===== src/rtl/fifo_rd_stream.sv =====
// fifo_rd_stream: FIFO read-side consumer feeding a valid/ready stream through a small output queue.
// Optional read-word counter rd_count built when FIFO_RD_STATS_EN is defined.
module fifo_rd_stream #(
   parameter int DATASIZE   = 8,
   parameter int OBUF_DEPTH = 2,
   parameter int CNTW       = 16,
   localparam int LW = $clog2(OBUF_DEPTH + 1),
   localparam int AW = (OBUF_DEPTH > 1) ? $clog2(OBUF_DEPTH) : 1
) (
   input  logic                clk_i,
   input  logic                rst_i,
   input  logic                fifo_empty,
   output logic                ren,
   input  logic [DATASIZE-1:0] mem_dout,
   output logic [DATASIZE-1:0] m_data,
   output logic                m_valid,
   input  logic                m_ready,
`ifdef FIFO_RD_STATS_EN
   output logic [LW-1:0]       level,
   output logic [CNTW-1:0]     rd_count
`else
   output logic [LW-1:0]       level
`endif
);
   logic [DATASIZE-1:0] mem [OBUF_DEPTH];
   logic [AW-1:0] rd_idx, wr_idx;
   logic          rd_pend, pop;
   logic [LW:0]   credit;

   function automatic logic [AW-1:0] nxt(input logic [AW-1:0] i);
      return (i == AW'(OBUF_DEPTH - 1)) ? '0 : i + 1'b1;
   endfunction

   assign m_valid = level != '0;
   assign pop     = m_valid & m_ready;
   // Count the in-flight word too so the queue can never overflow
   assign credit  = {1'b0, level} + (LW+1)'(rd_pend) - (LW+1)'(pop);
   assign ren     = ~rst_i & ~fifo_empty & (credit < (LW+1)'(OBUF_DEPTH));
   assign m_data  = m_valid ? mem[rd_idx] : '0;

   always_ff @(posedge clk_i or posedge rst_i)
      if (rst_i) begin
         rd_pend <= 1'b0;
         level   <= '0;
         rd_idx  <= '0;
         wr_idx  <= '0;
      end else begin
         rd_pend <= ren;
         level   <= level + LW'(rd_pend) - LW'(pop);
         if (rd_pend) wr_idx <= nxt(wr_idx);
         if (pop) rd_idx <= nxt(rd_idx);
      end

   always_ff @(posedge clk_i)
      if (rd_pend) mem[wr_idx] <= mem_dout;

`ifdef FIFO_RD_STATS_EN
   always_ff @(posedge clk_i or posedge rst_i)
      if (rst_i) rd_count <= '0;
      else if (pop) rd_count <= rd_count + 1'b1;
`else
`endif
endmodule

===== config.mk =====
export PLATFORM = sky130hd
export DESIGN_NAME = fifo_rd_stream
export DESIGN_NICKNAME = d
export VERILOG_FILES = /design/src/rtl/fifo_rd_stream.sv
export SDC_FILE = /design/constraint.sdc
export NUM_CORES = 1
export LEC_CHECK = 0
export ABC_AREA = 1
export CORE_ASPECT_RATIO = 1.25
export CORE_UTILIZATION = 42
export CTS_BUF_LIST = sky130_fd_sc_hd__clkbuf_16
export DETAILED_ROUTE_END_ITERATION = 10
export PLACE_DENSITY = 0.74
export SYNTH_ARGS = -nofsm -noshare
export SYNTH_HDL_FRONTEND = slang
export SYNTH_SLANG_ARGS = --single-unit

===== constraint.sdc =====
create_clock -name clk_i -period 1.92 [get_ports clk_i]
set_input_delay 0.192 -clock clk_i [delete_from_list [all_inputs] [get_ports clk_i]]
set_output_delay 0.192 -clock clk_i [all_outputs]
set_load 0.05 [all_outputs]

==> results_dict.tcl, run 1 <==
set metrics [dict create \
    fp.dieArea_mm2 0.002338 \
    wl_per_cell_um 12.61 \
    grt_overflow 0 \
    synthesis.nets 86 \
    ys_seq_elements 21 \
    syn_area_um2 902.1 \
    synth_edf_count 16 \
    antenna_found_initial 0 \
    vdd_drop_max_v 0.001330 \
    p_sw_w 0.001170 \
    clkLatencyLatePin_ps 250 \
    critPathMaxStageDelay_ps 450 \
    synthFlopType "edfxtp_1" \
    p_seq_share_pct 24.8 \
    drive_above_1_share_pct 37.14 \
    routed_wl_um 1576 \
    hold_class "input port to asynchronous set/reset pin" \
    ioPinCount 24 \
    slowest_stage "fa_1" \
    rows 18 \
    timing.final.crit_share_pct 127.1 \
    p_leak_nw 0.5715 \
    clkSinkCount 21 \
    slew_violations 0 \
    crit_fanout 2 \
    vias 606 \
    cpMostUsedCell "inv_1" \
    drv_cap 0 \
    path_clk_slew_ps 50 \
    cts_hold_buf 0 \
    cp_data_arrival_time_ps 2250 \
    setup_viol 2 \
    avgViaCountPerCell 4.848 \
    p_total_w 0.002739 \
    final_cell_area_mm2 0.001378 \
    async_flop_share_pct 23.81 \
    core_area_mm2 0.002004 \
    yosysUniqueCellTypes 17 \
    failed_checks "design-rule violations, negative setup slack" \
    fin_nets 121 \
    post-place-ws_ps -428.8 \
    dieWidth_um 43.45 \
    dr.pass1.iters 7 \
    regToRegSetupSlack_ps -10 \
    yosys.area.top_type "edfxtp_1" \
    io_buffers 23 \
    crit_path_end_kind "primary output" \
    setup_ws_ps -519.9 \
    antenna_cells 0 \
    clockPowerShare_pct 15.7 \
    antenna_left 0 \
    syn-instance-count 71 \
    placed_area_mm2 0.001282 \
    cts_tree "yes" \
    cp-start-kind "flip-flop" \
    cp_cell_sequence "o21ai_2, inv_1, ha_1, inv_1, ha_2, fa_1, nor2_1, nand2_1, nor2_4, buf_12" \
    p_per_area_mw_per_mm2 1988 \
    cts_buffers 3 \
    switching_share_pct 42.72 \
    path_buf_inv 3 \
    drtIter0Drc 8 \
    grt_setup_unrepaired "yes" \
    synth_top_area_share_pct 53.26 \
    period_needed_ps 2440 \
    crit_type "flip-flop to primary output" \
    syn2layout_area_growth_pct 52.70 \
    worst_clock_skew_ps 1.610 \
    worst_pin_slew_ps 499.6 \
    ys_warn_count 0 \
    die_h_um 53.82 \
    grt_pass1_wl_um 2642 \
    route.detailed.drc 5 \
    relSlewSlack_pct 66.59 \
    yosysMostFrequentCell "nand2_1" \
    synth_area_leaders "edfxtp_1 (53%), dfrtp_1 (14%), nand2_1 (8.3%)" \
    synth_common_cells "nand2_1 (20), edfxtp_1 (16), a21oi_2 (8), inv_1 (7), dfrtp_1 (5)" \
    max_freq_ghz 0.4098 \
    ff2ff_path_depth 9 \
    hold_violations 0 \
    grtUsageTotal_pct 16.73 \
    finalWeightedCongestion 0.6555 \
    internal_power_w 0.001569 \
    timing.rr.end "rd_pend" \
    yosysSeqAreaShare_pct 67.13 \
    clockBufferDepth 2 \
    cts-root-buf "clkbuf_16" \
    status "finished, violations left" \
    initial_core_util_pct 45.01 \
    holdWs_ps 149.4 \
    hpwl_um 1118 \
    avgSynthCellArea_um2 12.71 \
    grt_pass1_vias 605 \
    cts-htree-levels 1 \
    r2r_start "level[0]" \
    crit_family "adder cells" \
    comb_power_share_pct 59.5 \
    grt_max_degree 13 \
    required_ps 1730 \
    tns_ps -527.2 \
]
[repair_timing]
item	in CTS	in global routing
resized for setup	0	0
setup endpoints to repair	2	2
setup buffers	1	1
[cells in the final DEF (no fill, tap or decap), drive strengths merged, types with 2 or more instances in the layout]
cell type	instances
a21oi	8
nor2	3
clkdlybuf4s50	13
inv	10
ha	2
nand2	21
dfrtp	5
buf	18
edfxtp	16
clkbuf	3
[through the flow]
| stage | utilization [%] | std cells |
|---|---|---|
| floorplan | - | 71 |
| global placement | 63.98 | 119 |
| detailed placement | 63.98 | 119 |
| CTS | 68.35 | 124 |
| global route | 68.73 | 125 |
| finish | 68.73 | 125 |
[sequential cells by signal, summed over array words and instances, names as in the netlist]
signal	count
level	2
mem	16
wr_idx	1
rd_idx	1
rd_pend	1
[logic make-up after synthesis]
| logic type | count (synthesis) | share of synthesized area [%] |
|---|---|---|
| flops | 21 | 67.13 |
| buf+inv | 11 | 6.242 |
| compound gates | 9 | 8.322 |
| fa+ha+maj | 3 | 4.993 |
| simple gates | 25 | 11.37 |
| xor+xnor | 2 | 1.942 |
[power groups by stage]
stage	Combinational, W	Clock, W	Sequential, W
after global placement	0.00160	0	0.000683
final	0.00163	0.000429	0.000680
after floorplan	0.000896	0	0.000742
after CTS	0.00163	0.000445	0.000680
after detailed placement	0.00161	0	0.000687
after global routing	0.00175	0.000453	0.000693
[area by class of cell]
cell class | instances | area [um^2]
sequential | 21 | 608.1
timing repair buffer | 31 | 365.4
multi-input combinational | 39 | 254.0
inverter | 10 | 45.04
clock inverter | 1 | 5.005
tap | 20 | 25.02
fill | 150 | 626.9
clock buffer | 3 | 75.07
[worst max-delay path by stage]
stage / to / startpoint / cells past startpoint
floorplan: ren / level[0] / 9
global placement: ren / m_ready / 11
detailed placement: ren / m_ready / 11
CTS: ren / level[0] / 10
global route: ren / level[0] / 10
finish: ren / level[0] / 10
[routing by layer]
metal	track usage, %	part of all wire [%]
met1	17.80	40
met2	29.29	54
met3	4.362	4.6
met4	10.94	1.5
met5	0	0
Note: power is estimated with default switching activity, not from simulation.
==> inputs of run 2 (changes only) <==
Settings changed: CELL_PAD_IN_SITES_DETAIL_PLACEMENT set to 0, CELL_PAD_IN_SITES_GLOBAL_PLACEMENT set to 1, CORE_UTILIZATION 42 to 35, CTS_BUF_LIST sky130_fd_sc_hd__clkbuf_16 to sky130_fd_sc_hd__clkbuf_4 sky130_fd_sc_hd__clkbuf_8, PLACE_DENSITY 0.74 to unset, PLACE_DENSITY_LB_ADDON set to 0.1.
==> results_dict.tcl, run 2 (synthesized netlist as in run 1, its figures left out) <==
set metrics [dict create \
    timing.final.crit_share_pct 130.2 \
    grt_pass1_wl_um 2449 \
    fp.dieArea_mm2 0.002786 \
    relSlewSlack_pct 65.26 \
    cp_data_arrival_time_ps 2310 \
    top_regs "mem: 16 flops, level: 2 flops" \
    setup_viol 2 \
    hpwl_um 1136 \
    dieWidth_um 47.41 \
    finalWeightedCongestion 0.7373 \
    initial_core_util_pct 37.16 \
    cts_tree "yes" \
    cpMostUsedCell "inv_1" \
    route.detailed.drc 0 \
    gr-usage-met1_pct 16.29 \
    p_per_area_mw_per_mm2 1897 \
    grt_setup_unrepaired "yes" \
    crit_family "adder cells" \
    grtUsageTotal_pct 12.92 \
    max_flop_register "mem" \
    ioPinCount 24 \
    avgViaCountPerCell 4.190 \
    vias 595 \
    rows 20 \
    path_buf_inv 3 \
    dr.pass1.iters 3 \
    cp-start-kind "flip-flop" \
    use_met2_pct 19.77 \
    worst_pin_slew_ps 520.2 \
    antenna_cells 0 \
    crit_fanout 2 \
    fin_nets 125 \
    core_area_mm2 0.002427 \
    max_freq_ghz 0.4000 \
    antenna_left 0 \
    clkLatencyLatePin_ps 290 \
    syn2layout_area_growth_pct 53.95 \
    hold_class "input port to asynchronous set/reset pin" \
    crit_type "flip-flop to primary output" \
    path_clk_slew_ps 110 \
    routed_wl_um 1582 \
    cts_buffers 3 \
    grt_overflow 0 \
    drive_above_1_share_pct 39.45 \
    clockBufferDepth 2 \
    io_buffers 23 \
    antenna_found_initial 0 \
    wl_per_cell_um 11.14 \
    setup_ws_ps -579.8 \
    grt_pass1_vias 574 \
    cts-htree-levels 1 \
    crit_path_end_kind "primary output" \
    critPathMaxStageDelay_ps 450 \
    required_ps 1730 \
    drtIter0Drc 8 \
    grt_max_degree 12 \
    largest_reg_flops 16 \
    worst_clock_skew_ps 4.092 \
    grt-busiest-layer "met2" \
    use_met3_pct 3.067 \
    cp_cell_sequence "o21ai_2, inv_1, ha_1, inv_1, ha_2, fa_1, nor2_1, nand2_1, nor2_4, buf_12" \
    fin_util_pct 57.22 \
    failed_checks "negative setup slack" \
    slew_violations 0 \
    slowest_stage "fa_1" \
    drv_cap 0 \
    p_leak_nw 0.5823 \
    clkSinkCount 21 \
    final_cell_area_mm2 0.001389 \
    layout_common_cells "nand2_1 (20), edfxtp_1 (16), buf_4 (13)" \
    nFillCells 205 \
    status "finished, violations left" \
    cts-root-buf "clkbuf_4" \
    final_common_cell "nand2_1" \
    die_h_um 58.76 \
    placed_area_mm2 0.001319 \
    hold_violations 0 \
    vdd_drop_max_v 0.0008579 \
    cts_hold_buf 0 \
    period_needed_ps 2500 \
]
-- run 2: final timing paths --
kind / startpoint / endpoint / slack, ps / depth (start not counted)
setup / recovery: level[0] / ren / -580 / 10
hold / removal: rst_i / rd_idx / 100 / 2
setup reg to reg: level[0] / rd_pend / -120 / 10
hold reg to reg: wr_idx / wr_idx / 510 / 1
max in group asynchronous: rst_i / level[0] / 1620 / 2
min in group clk_i: mem_dout[1] / mem[1][1] / 480 / 1
-- run 2: timing repair --
action / CTS / global route
buffers inserted: 2 / 3
setup endpoints to repair: 2 / 2
endpoints found under the hold margin: 0 / 0
resized for setup: 0 / 1
-- run 2: power by group --
| part | total (W) | switching (W) | internal, W |
|---|---|---|---|
| clock network | 0.000211 | 0.000117 | 0.0000948 |
| registers | 0.000681 | 0.0000793 | 0.000602 |
| logic | 0.00174 | 0.000971 | 0.000772 |
| total | 0.00264 | 0.00117 | 0.00147 |
-- run 2: routing by layer --
layer,vias up,wire length [um]
li1,311,-
met1,272,660
met2,10,855
met3,2,48
met4,0,19
met5,-,0
-- run 2: final cells by class --
cell class | count | area [um^2] | area share [%]
Tap cell | 33 | 41.29 | 2.973
Clock buffer | 4 | 30.03 | 2.162
Inverter | 10 | 45.04 | 3.243
Sequential cell | 21 | 608.1 | 43.78
Multi-Input combinational cell | 39 | 254.0 | 18.29
Timing Repair Buffer | 35 | 410.4 | 29.55
-- run 2: per-stage QoR --
stage	worst slack, ps	std cells	power [W]	setup TNS (ps)	hold WS [ps]
finish	-579.8	142	0.002635	-699.0	97.90
global route	-723.9	142	0.002792	-958.8	112.9
CTS	-576.5	139	0.002594	-681.6	96.92
detailed placement	-419.9	133	0.002363	-584.4	424.4
global placement	-393.3	133	0.002343	-531.5	423.1
floorplan	-350.6	71	0.001639	-643.3	-21.30
==> inputs of run 3 (changes only) <==
Settings changed: RECOVER_POWER set to 50.
==> results_dict.tcl, run 3 (synthesized netlist as in run 1, its figures left out) <==
set metrics [dict create \
    worst_clock_skew_ps 4.570 \
    grt_setup_unrepaired "yes" \
    ioPinCount 24 \
    grtUsageTotal_pct 12.92 \
    clkSinkCount 21 \
    fin_nets 125 \
    routed_wl_um 1570 \
    worst_pin_slew_ps 520.5 \
    crit_start "level[0]" \
    regArea_um2 608.1 \
    placed_cells_incl_taps 133 \
    final_cell_area_mm2 0.001374 \
    placed_area_mm2 0.001319 \
    die_h_um 58.76 \
    drtIter0Drc 11 \
    drv_cap 0 \
    slew_violations 0 \
    cts-htree-levels 1 \
    cp-endpoint "ren" \
    dieWidth_um 47.41 \
    p_per_area_mw_per_mm2 1894 \
    antenna_cells 0 \
    route.detailed.drc 0 \
    crit_type "flip-flop to primary output" \
    drive_above_1_share_pct 36.70 \
    multi_input_area_um2 246.5 \
    cp-start-kind "flip-flop" \
    hold_class "input port to asynchronous set/reset pin" \
    initial_core_util_pct 37.16 \
    vdd_drop_max_v 0.0008408 \
    setup_viol 2 \
    status "finished, violations left" \
    cts_buffers 3 \
    p_leak_nw 0.5708 \
    timing.rr.end "rd_pend" \
    hold_violations 0 \
    hpwl_um 1136 \
    max_freq_ghz 0.3998 \
    timing.final.crit_share_pct 130.3 \
    grt_overflow 0 \
    syn2layout_area_growth_pct 52.29 \
    fp.dieArea_mm2 0.002786 \
    relSlewSlack_pct 65.24 \
    cp_data_arrival_time_ps 2310 \
    final_common_cell "nand2_1" \
    antenna_found_initial 0 \
    nFillCells 209 \
    cts-root-buf "clkbuf_4" \
    vias 600 \
    r2r_start "level[0]" \
    cts_tree "yes" \
    period_needed_ps 2501 \
    antenna_left 0 \
    avgViaCountPerCell 4.225 \
    largest_reg_flops 16 \
    grt_max_degree 12 \
    max_flop_register "mem" \
    dr.pass1.iters 3 \
    clkLatencyLatePin_ps 290 \
    required_ps 1730 \
    layout_common_cells "nand2_1 (21), edfxtp_1 (16), dlygate4sd3_1 (9), buf_12 (9), buf_4 (9)" \
    setup_ws_ps -581.0 \
    clockBufferDepth 2 \
    finalWeightedCongestion 0.7373 \
    stdcell_count 142 \
    grt_pass1_vias 574 \
    crit_path_end_kind "primary output" \
    ff2ff_path_depth 10 \
    wl_per_cell_um 11.06 \
    io_buffers 23 \
    core_area_mm2 0.002427 \
    crit_fanout 2 \
    top_regs "mem: 16 flops, level: 2 flops" \
    grt_pass1_wl_um 2449 \
    failed_checks "negative setup slack" \
    rows 20 \
    regToRegSetupSlack_ps -120 \
    cts_hold_buf 0 \
    path_clk_slew_ps 110 \
]
-- run 3: cell count changes in the layout (fill, tap and decap cells not counted) --
cell,before,now
clkbuf_1,0,2
clkdlybuf4s50_1,12,3
clkbuf_4,4,6
nand2_4,1,0
nand2_1,20,21
buf_4,13,9
dlygate4sd3_1,0,9
-- run 3: layout make-up --
class / count / share of cell area (%)
clock buffer: 4 / 2.186
tap: 33 / 3.005
inverter: 10 / 3.279
timing repair buffer: 35 / 29.33
sequential: 21 / 44.26
multi-input combinational: 39 / 17.94
-- run 3: critical path: stages (launching register included) --
cell and delay (ps):
dfrtp_2 430, o21ai_2 150, inv_1 60, ha_1 260
inv_1 40, ha_2 160, fa_1 450, nor2_1 100
nand2_1 90, nor2_4 130, buf_12 140
-- run 3: metrics by stage --
stage               worst slack, ps  power (W)  util [%]  hold WS, ps  TNS [ps]
floorplan                    -350.6   0.001639         -       -21.30    -643.3
global placement             -393.3   0.002343     54.33        423.1    -531.5
global route                 -723.9   0.002759     56.60        246.5    -958.8
CTS                          -576.5   0.002594     56.19        96.92    -681.6
detailed placement           -419.9   0.002363     54.33        424.4    -584.4
finish                       -581.0   0.002602     56.60        234.4    -700.6
-- run 3: power by group --
group	total (W)	switching, W	internal (W)
logic	0.00171	0.000959	0.000751
registers	0.000680	0.0000787	0.000602
clock network	0.000211	0.000117	0.0000948
-- run 3: what timing repair did --
action	CTS	global route
setup endpoints to repair	2	2
buffers inserted	2	3
gates resized for setup	0	1
endpoints found under the hold margin	0	0
-- run 3: worst min-delay path by stage --
stage / cells past startpoint / endpoint / start / slack (ps)
6_report: 2 / rd_idx / rst_i / 230
2_1_floorplan: 1 / rd_idx / rst_i / -20
4_1_cts: 2 / rd_idx / rst_i / 100
3_3_place_gp: 2 / rd_idx / rst_i / 420
5_1_grt: 2 / rd_idx / rst_i / 250
3_5_place_dp: 2 / rd_idx / rst_i / 420
-- run 3: layer usage --
layer,share of wire (%),vias up,GRT usage (%)
met3,3.2,2,3.067
li1,-,311,-
met4,1.2,0,7.347
met5,0,-,0
met2,56,12,19.77
met1,40,275,16.29
